<file path="src/rtl/router_switch_allocator_if.sv">
// Request/grant bundle between the input buffers, the switch allocator and the crossbar.
// master drives requests and downstream on/off; slave is the allocator.
interface router_switch_allocator_if #(
  parameter int unsigned NUM_PORTS = 5,
  parameter int unsigned IDX_W     = 3
);
  logic [NUM_PORTS-1:0]       i_req_valid;
  logic [NUM_PORTS*IDX_W-1:0] i_req_dst;
  logic [NUM_PORTS-1:0]       i_req_head;
  logic [NUM_PORTS-1:0]       i_req_tail;
  logic [NUM_PORTS-1:0]       i_on_off;
  logic [NUM_PORTS-1:0]       o_grant;
  logic [NUM_PORTS-1:0]       o_xbar_valid;
  logic [NUM_PORTS*IDX_W-1:0] o_xbar_sel;
  logic [NUM_PORTS-1:0]       o_locked;
  logic                       o_proto_err;

  modport master (
    output i_req_valid, i_req_dst, i_req_head, i_req_tail, i_on_off,
    input  o_grant, o_xbar_valid, o_xbar_sel, o_locked, o_proto_err
  );

  modport slave (
    input  i_req_valid, i_req_dst, i_req_head, i_req_tail, i_on_off,
    output o_grant, o_xbar_valid, o_xbar_sel, o_locked, o_proto_err
  );
endinterface

</file>
<file path="src/rtl/router_switch_allocator.sv">
// Per-output wormhole switch allocator: round-robin among head flits for a free output,
// then the output stays locked to its owner until the tail flit crosses.
module router_switch_allocator #(
  parameter int unsigned NUM_PORTS = 5,
  parameter int unsigned IDX_W     = 3
) (
  input logic                       clk,
  input logic                       reset,
  router_switch_allocator_if.slave  bus
);

  typedef enum logic {StIdle, StLocked} state_e;

  state_e           state_q  [NUM_PORTS];
  state_e           state_d  [NUM_PORTS];
  logic [IDX_W-1:0] owner_q  [NUM_PORTS];
  logic [IDX_W-1:0] owner_d  [NUM_PORTS];
  logic [IDX_W-1:0] rr_ptr_q [NUM_PORTS];
  logic [IDX_W-1:0] rr_ptr_d [NUM_PORTS];
  logic             err_q, err_d;

  logic [IDX_W-1:0]           req_dst [NUM_PORTS];
  logic [NUM_PORTS-1:0]       grant;
  logic [NUM_PORTS-1:0]       xbar_valid;
  logic [NUM_PORTS*IDX_W-1:0] xbar_sel;

  // Pointer increment wraps at NUM_PORTS, not at 2^IDX_W.
  function automatic logic [IDX_W-1:0] wrap_inc(input logic [IDX_W-1:0] p);
    if (32'(p) + 32'd1 >= NUM_PORTS) return '0;
    return p + 1'b1;
  endfunction

  for (genvar g = 0; g < NUM_PORTS; g++) begin : g_port
    assign req_dst[g]     = bus.i_req_dst[g*IDX_W +: IDX_W];
    assign bus.o_locked[g] = (state_q[g] == StLocked);
  end

  always_comb begin
    logic [NUM_PORTS-1:0] cand;
    logic [NUM_PORTS-1:0] body;
    logic                 found;
    logic [IDX_W-1:0]     win;
    logic [IDX_W-1:0]     own;
    int unsigned          idx;

    state_d    = state_q;
    owner_d    = owner_q;
    rr_ptr_d   = rr_ptr_q;
    err_d      = err_q;
    grant      = '0;
    xbar_valid = '0;
    xbar_sel   = '0;
    cand       = '0;
    body       = '0;
    found      = 1'b0;
    win        = '0;
    own        = '0;
    idx        = 0;

    for (int o = 0; o < NUM_PORTS; o++) begin
      cand  = '0;
      body  = '0;
      found = 1'b0;
      win   = '0;
      own   = owner_q[o];
      // Out-of-range destinations never match any o, so they drop out here.
      for (int i = 0; i < NUM_PORTS; i++) begin
        if (bus.i_req_valid[i] && req_dst[i] == IDX_W'(o)) begin
          if (bus.i_req_head[i]) cand[i] = 1'b1;
          else                   body[i] = 1'b1;
        end
      end

      case (state_q[o])
        StIdle: begin
          if (|body) err_d = 1'b1;
          if (bus.i_on_off[o]) begin
            for (int k = 0; k < NUM_PORTS; k++) begin
              idx = 32'(rr_ptr_q[o]) + 32'(k);
              if (idx >= NUM_PORTS) idx = idx - NUM_PORTS;
              if (!found && cand[idx]) begin
                found = 1'b1;
                win   = IDX_W'(idx);
              end
            end
          end
          if (found) begin
            grant[win]                  = 1'b1;
            xbar_valid[o]               = 1'b1;
            xbar_sel[o*IDX_W +: IDX_W]  = win;
            if (bus.i_req_tail[win]) begin
              rr_ptr_d[o] = wrap_inc(win);
            end else begin
              state_d[o] = StLocked;
              owner_d[o] = win;
            end
          end
        end
        StLocked: begin
          if (bus.i_req_valid[own] && req_dst[own] == IDX_W'(o) && bus.i_on_off[o]) begin
            grant[own]                 = 1'b1;
            xbar_valid[o]              = 1'b1;
            xbar_sel[o*IDX_W +: IDX_W] = own;
            if (bus.i_req_tail[own]) begin
              state_d[o]  = StIdle;
              rr_ptr_d[o] = wrap_inc(own);
            end
          end
        end
        default: ;
      endcase
    end

    if (reset) begin
      grant      = '0;
      xbar_valid = '0;
      xbar_sel   = '0;
    end
  end

  always_ff @(posedge clk) begin
    if (reset) begin
      for (int o = 0; o < NUM_PORTS; o++) begin
        state_q[o]  <= StIdle;
        owner_q[o]  <= '0;
        rr_ptr_q[o] <= '0;
      end
      err_q <= 1'b0;
    end else begin
      for (int o = 0; o < NUM_PORTS; o++) begin
        state_q[o]  <= state_d[o];
        owner_q[o]  <= owner_d[o];
        rr_ptr_q[o] <= rr_ptr_d[o];
      end
      err_q <= err_d;
    end
  end

  assign bus.o_grant      = grant;
  assign bus.o_xbar_valid = xbar_valid;
  assign bus.o_xbar_sel   = xbar_sel;
  assign bus.o_proto_err  = err_q;

endmodule

</file>
<file path="src/flat_wrapper.sv">
// flat-port wrapper written by rule: the top's interface ports become plain ports
module router_switch_allocator_flat 
#(
  parameter int unsigned NUM_PORTS = 5,
  parameter int unsigned IDX_W     = 3
)
  (clk, reset, bus_i_req_valid, bus_i_req_dst, bus_i_req_head, bus_i_req_tail, bus_i_on_off, bus_o_grant, bus_o_xbar_valid, bus_o_xbar_sel, bus_o_locked, bus_o_proto_err);
  router_switch_allocator_if #(.NUM_PORTS(NUM_PORTS), .IDX_W(IDX_W)) bus_i ();
  input logic clk;
  input logic reset;
  input wire logic [$bits(bus_i.i_req_valid)-1:0] bus_i_req_valid;
  input wire logic [$bits(bus_i.i_req_dst)-1:0] bus_i_req_dst;
  input wire logic [$bits(bus_i.i_req_head)-1:0] bus_i_req_head;
  input wire logic [$bits(bus_i.i_req_tail)-1:0] bus_i_req_tail;
  input wire logic [$bits(bus_i.i_on_off)-1:0] bus_i_on_off;
  output wire logic [$bits(bus_i.o_grant)-1:0] bus_o_grant;
  output wire logic [$bits(bus_i.o_xbar_valid)-1:0] bus_o_xbar_valid;
  output wire logic [$bits(bus_i.o_xbar_sel)-1:0] bus_o_xbar_sel;
  output wire logic [$bits(bus_i.o_locked)-1:0] bus_o_locked;
  output wire logic [$bits(bus_i.o_proto_err)-1:0] bus_o_proto_err;
  assign bus_i.i_req_valid = bus_i_req_valid;
  assign bus_i.i_req_dst = bus_i_req_dst;
  assign bus_i.i_req_head = bus_i_req_head;
  assign bus_i.i_req_tail = bus_i_req_tail;
  assign bus_i.i_on_off = bus_i_on_off;
  assign bus_o_grant = bus_i.o_grant;
  assign bus_o_xbar_valid = bus_i.o_xbar_valid;
  assign bus_o_xbar_sel = bus_i.o_xbar_sel;
  assign bus_o_locked = bus_i.o_locked;
  assign bus_o_proto_err = bus_i.o_proto_err;
  router_switch_allocator #(.NUM_PORTS(NUM_PORTS), .IDX_W(IDX_W)) u_core (.clk(clk), .reset(reset), .bus(bus_i));
endmodule
</file>
<file path="config.mk">
export PLATFORM = sky130hd
export DESIGN_NAME = router_switch_allocator_flat
export DESIGN_NICKNAME = d
export VERILOG_FILES = /design/src/rtl/router_switch_allocator_if.sv /design/src/rtl/router_switch_allocator.sv /design/src/flat_wrapper.sv
export SDC_FILE = /design/constraint.sdc
export NUM_CORES = 1
export LEC_CHECK = 0
export ABC_CLOCK_PERIOD_IN_PS = 4950
export BUFFER_PORTS_ARGS = -buffer_cell sky130_fd_sc_hd__buf_2
export CORE_MARGIN = 8
export CORE_UTILIZATION = 64
export DETAILED_ROUTE_END_ITERATION = 8
export GPL_TIMING_DRIVEN = 0
export PLACE_DENSITY = 0.88
export SLEW_MARGIN = 25
export SYNTH_ARGS = -nofsm -noshare
export SYNTH_HDL_FRONTEND = slang
export SYNTH_SLANG_ARGS = --single-unit
</file>
<file path="constraint.sdc">
create_clock -name clk -period 4.95 [get_ports clk]
set_input_delay 0.2475 -clock clk [delete_from_list [all_inputs] [get_ports clk]]
set_output_delay 0.2475 -clock clk [all_outputs]
set_load 0.02 [all_outputs]
</file>
==> run_results.csv <==
group,metric,value,unit
routing,dr.pass1.iters,8,
grt,grt_first_pass_wirelength,54.0,mm
routing,wirelength,35.4,mm
synthesis,synthTopCellsByArea,"ha_1, dfxtp_1, mux2i_1, a21oi_1, nor2_1",
critical_path,reg2reg_setup_slack,0.19,ns
critical_path,r2r_cells,20,
final_layout,fillers,1243,
cts,clock_tree.root_cell,"clkbuf_16",
floorplan,die_h,137,µm
routing,viasPerCell,7.23,
cts,cts.sinks,36,
sta,finalSetupViolCount,0,
power,leakagePower,4.17,nW
critical_path,crit_path_max_fanout,9,
synthesis,yosys_warnings,0,
synthesis,synth_edf_count,0,
sta,tightest_slew,0.893,ns
placed_design,place_congestion,1.08,
critical_path,cp-end-kind,"output port",
synthesis,synth_seq_cells,36,
worst_hold_path,hold_end,"u_core.owner_q[0]",
critical_path,rr_endpoint,"u_core.rr_ptr_q[7]",
cts,cts_inserted_buffers,5,
final_layout,layout-drive-gt1-share,16.0,%
placed_design,dp_hpwl,26.7,mm
synthesis,async_reset_ff_share,0,%
placed_design,place_inst,1591,
final_layout,fin_cells,1611,
critical_path,r2r_start,"u_core.rr_ptr_q[6]",
sta,finalHoldViolCount,0,
routing,drt_iter0_drc,1521,
synthesis,ys.flop_type,"dfxtp_1",
cts,cts_tree,"built",
cts,clk_latency,0.29,ns
critical_path,start_kind,"register",
floorplan,initial_core_util,65.2,%
final_layout,multi_input_area,0.00835,mm²
synthesis,netlist_area,0.00941,mm²
synthesis,syn_nets,1454,
floorplan,ios,68,
synthesis,syn_area_per_cell,6.98,µm²
critical_path,crit_type,"reg -> out",
cts,cts_buffer_depth,2,
floorplan,dieArea,0.0188,mm²
routing,dr_total_vias,11600,
routing,drc_errors,0,
final_layout,fin_util,72.7,%
synthesis,synth_cells,1348,
critical_path,arrival,4.65,ns
floorplan,die_width,137,µm
worst_hold_path,hold_class,"in -> reg",
synthesis,synth_area_leader_cell,"ha_1",
sta,drv_slew,0,
cts,ctsHtreeMaxLevel,2,
power,max-vdd-ir-drop,0.418,mV
sta,period_share,99.0,%
run_status,run_status,"complete, no violations",
routing,wl_per_cell,22.0,µm
cts,cts.clk_slew.worst_paths,0.06,ns
synthesis,seq_area_frac_synth,7.66,%
sta,relSlewSlack,40.4,%
placed_design,portBuffers,59,
critical_path,worstPathRequired,4.70,ns
grt,grt-ovfl-total,0,
sta,max_freq,0.204,GHz
grt,grt_use_total,35.5,%
sta,finalCriticalPeriod,4.90,ns
grt,grt_max_degree,13,
sta,fin_skew,0.00584,ns
final_layout,area.sequential,723,µm²
routing,drtAntennaViolNets,0,
final_layout,area_delta_synth_final,11.4,%
floorplan,rows,44,
grt,grt_antenna_before_repair,0,
power,p_per_area,276,mW/mm²
worst_hold_path,hp-start,"bus_i_on_off[4]",
synthesis,synth_commonest_cells,"nor2_1, nand2_1, a21oi_1",
floorplan,coreArea,0.0144,mm²
synthesis,synth_most_common_cell,"nor2_1",
synthesis,synth.distinct_cells,110,
flow_run,cap_violations,0,
worst_hold_path,holdPathStages,5,
synthesis,synth_top_area_share,8.51,%
grt,grt_pass1_vias,10700,
final_layout,nets,1532,
## per-stage QoR
step	worst slack [ns]	hold slack, ns	total power [mW]	area [µm²]	setup TNS [ns]
floorplan	0.570	0.515	1.88	9410	0
global placement	-0.374	0.490	2.28	9930	-0.718
detailed placement	-0.562	0.494	2.33	9930	-2.10
CTS	0.0196	0.454	2.68	10100	0
global route	-0.0813	0.520	3.06	10500	-0.211
finish	0.0495	0.487	2.89	10500	0
## final cells by class
type / count / area share (%)
multi-input combinational: 1155 / 79.6
sequential: 36 / 6.90
timing repair buffer: 74 / 3.92
inverter: 86 / 3.12
buffer: 68 / 2.76
tap: 184 / 2.20
clock buffer: 7 / 1.46
antenna: 1 / 0.0239
## power by group
group / total, mW / internal [mW] / switching (mW) / leakage [nW]
logic: 2.18 / 0.817 / 1.36 / 3.80
registers: 0.366 / 0.320 / 0.0464 / 0.292
clock network: 0.351 / 0.212 / 0.139 / 0.0760
## worst max path at each step
stage | from | slack (ns) | to
2_1_floorplan | u_core.rr_ptr_q[6] | 0.57 | u_core.rr_ptr_q[7]
3_3_place_gp | u_core.rr_ptr_q[12] | -0.37 | bus_o_grant[0]
3_5_place_dp | u_core.rr_ptr_q[12] | -0.56 | bus_o_grant[0]
4_1_cts | u_core.rr_ptr_q[3] | 0.02 | bus_o_grant[0]
5_1_grt | u_core.rr_ptr_q[3] | -0.08 | bus_o_grant[0]
6_report | u_core.rr_ptr_q[3] | 0.05 | bus_o_grant[1]
## cells by family (layout without fill, tap and decap cells)
family,Yosys count,after routing,synth area share (%)
muxes,75,75,9.26
and+or+nand+nor,571,571,32.6
buffers and inverters,157,235,6.60
xor gates and xnor gates,23,23,2.14
AOI/OAI and AO/OA,417,417,32.2
DFF,36,36,7.66
adders and majority gates,69,69,9.57
other,0,1,0
## critical path: stages (launching register included)
cell,delay (ns)
dfxtp_1,0.35
buf_2,0.25
inv_1,0.18
ha_1,0.46
clkinv_1,0.32
mux2i_2,0.38
mux4_2,0.57
o21ai_1,0.30
o211ai_1,0.22
a311oi_4,0.54
nor2_1,0.17
a32oi_1,0.21
a31oi_1,0.18
buf_4,0.22
## what timing repair did
| action | in CTS | in global routing |
|---|---|---|
| hold buffers | 0 | 0 |
| pin swaps | 3 | 6 |
| endpoints found under the setup margin | 15 | 30 |
| resized for setup | 12 | 50 |
| setup buffers | 2 | 13 |
## cells in the final DEF, fill, tap and decap left out, types with 20 or more instances in the layout
cell type and instances:
ha_1 63, o22ai_1 20, nand2b_1 27, o21ai_0 50, nand2_1 112, a31oi_1 28, a21oi_1 87, nor2_1 115
buf_2 78, nand3_1 51, nor4_1 20, nor3_1 57, nor2b_1 26, mux2i_1 48, inv_1 72, clkbuf_1 45
dfxtp_1 34
## registers in the layout, indices dropped and copies added, names as in the netlist
signal	count
u_core.rr_ptr_q	15
u_core.owner_q	15
u_core.bus.o_locked	5
u_core.bus.o_proto_err	1
## per-layer routing
layer | wire length (µm) | global-route usage (%) | vias to the layer above | part of all wire [%]
met5 | 0 | 0 | - | 0
met4 | 1700 | 19.1 | 0 | 4.8
met3 | 4580 | 8.53 | 160 | 13
met2 | 15600 | 55.7 | 847 | 44
met1 | 13500 | 44.0 | 5378 | 38
li1 | - | - | 5260 | -
(Power assumes the default switching activity.)
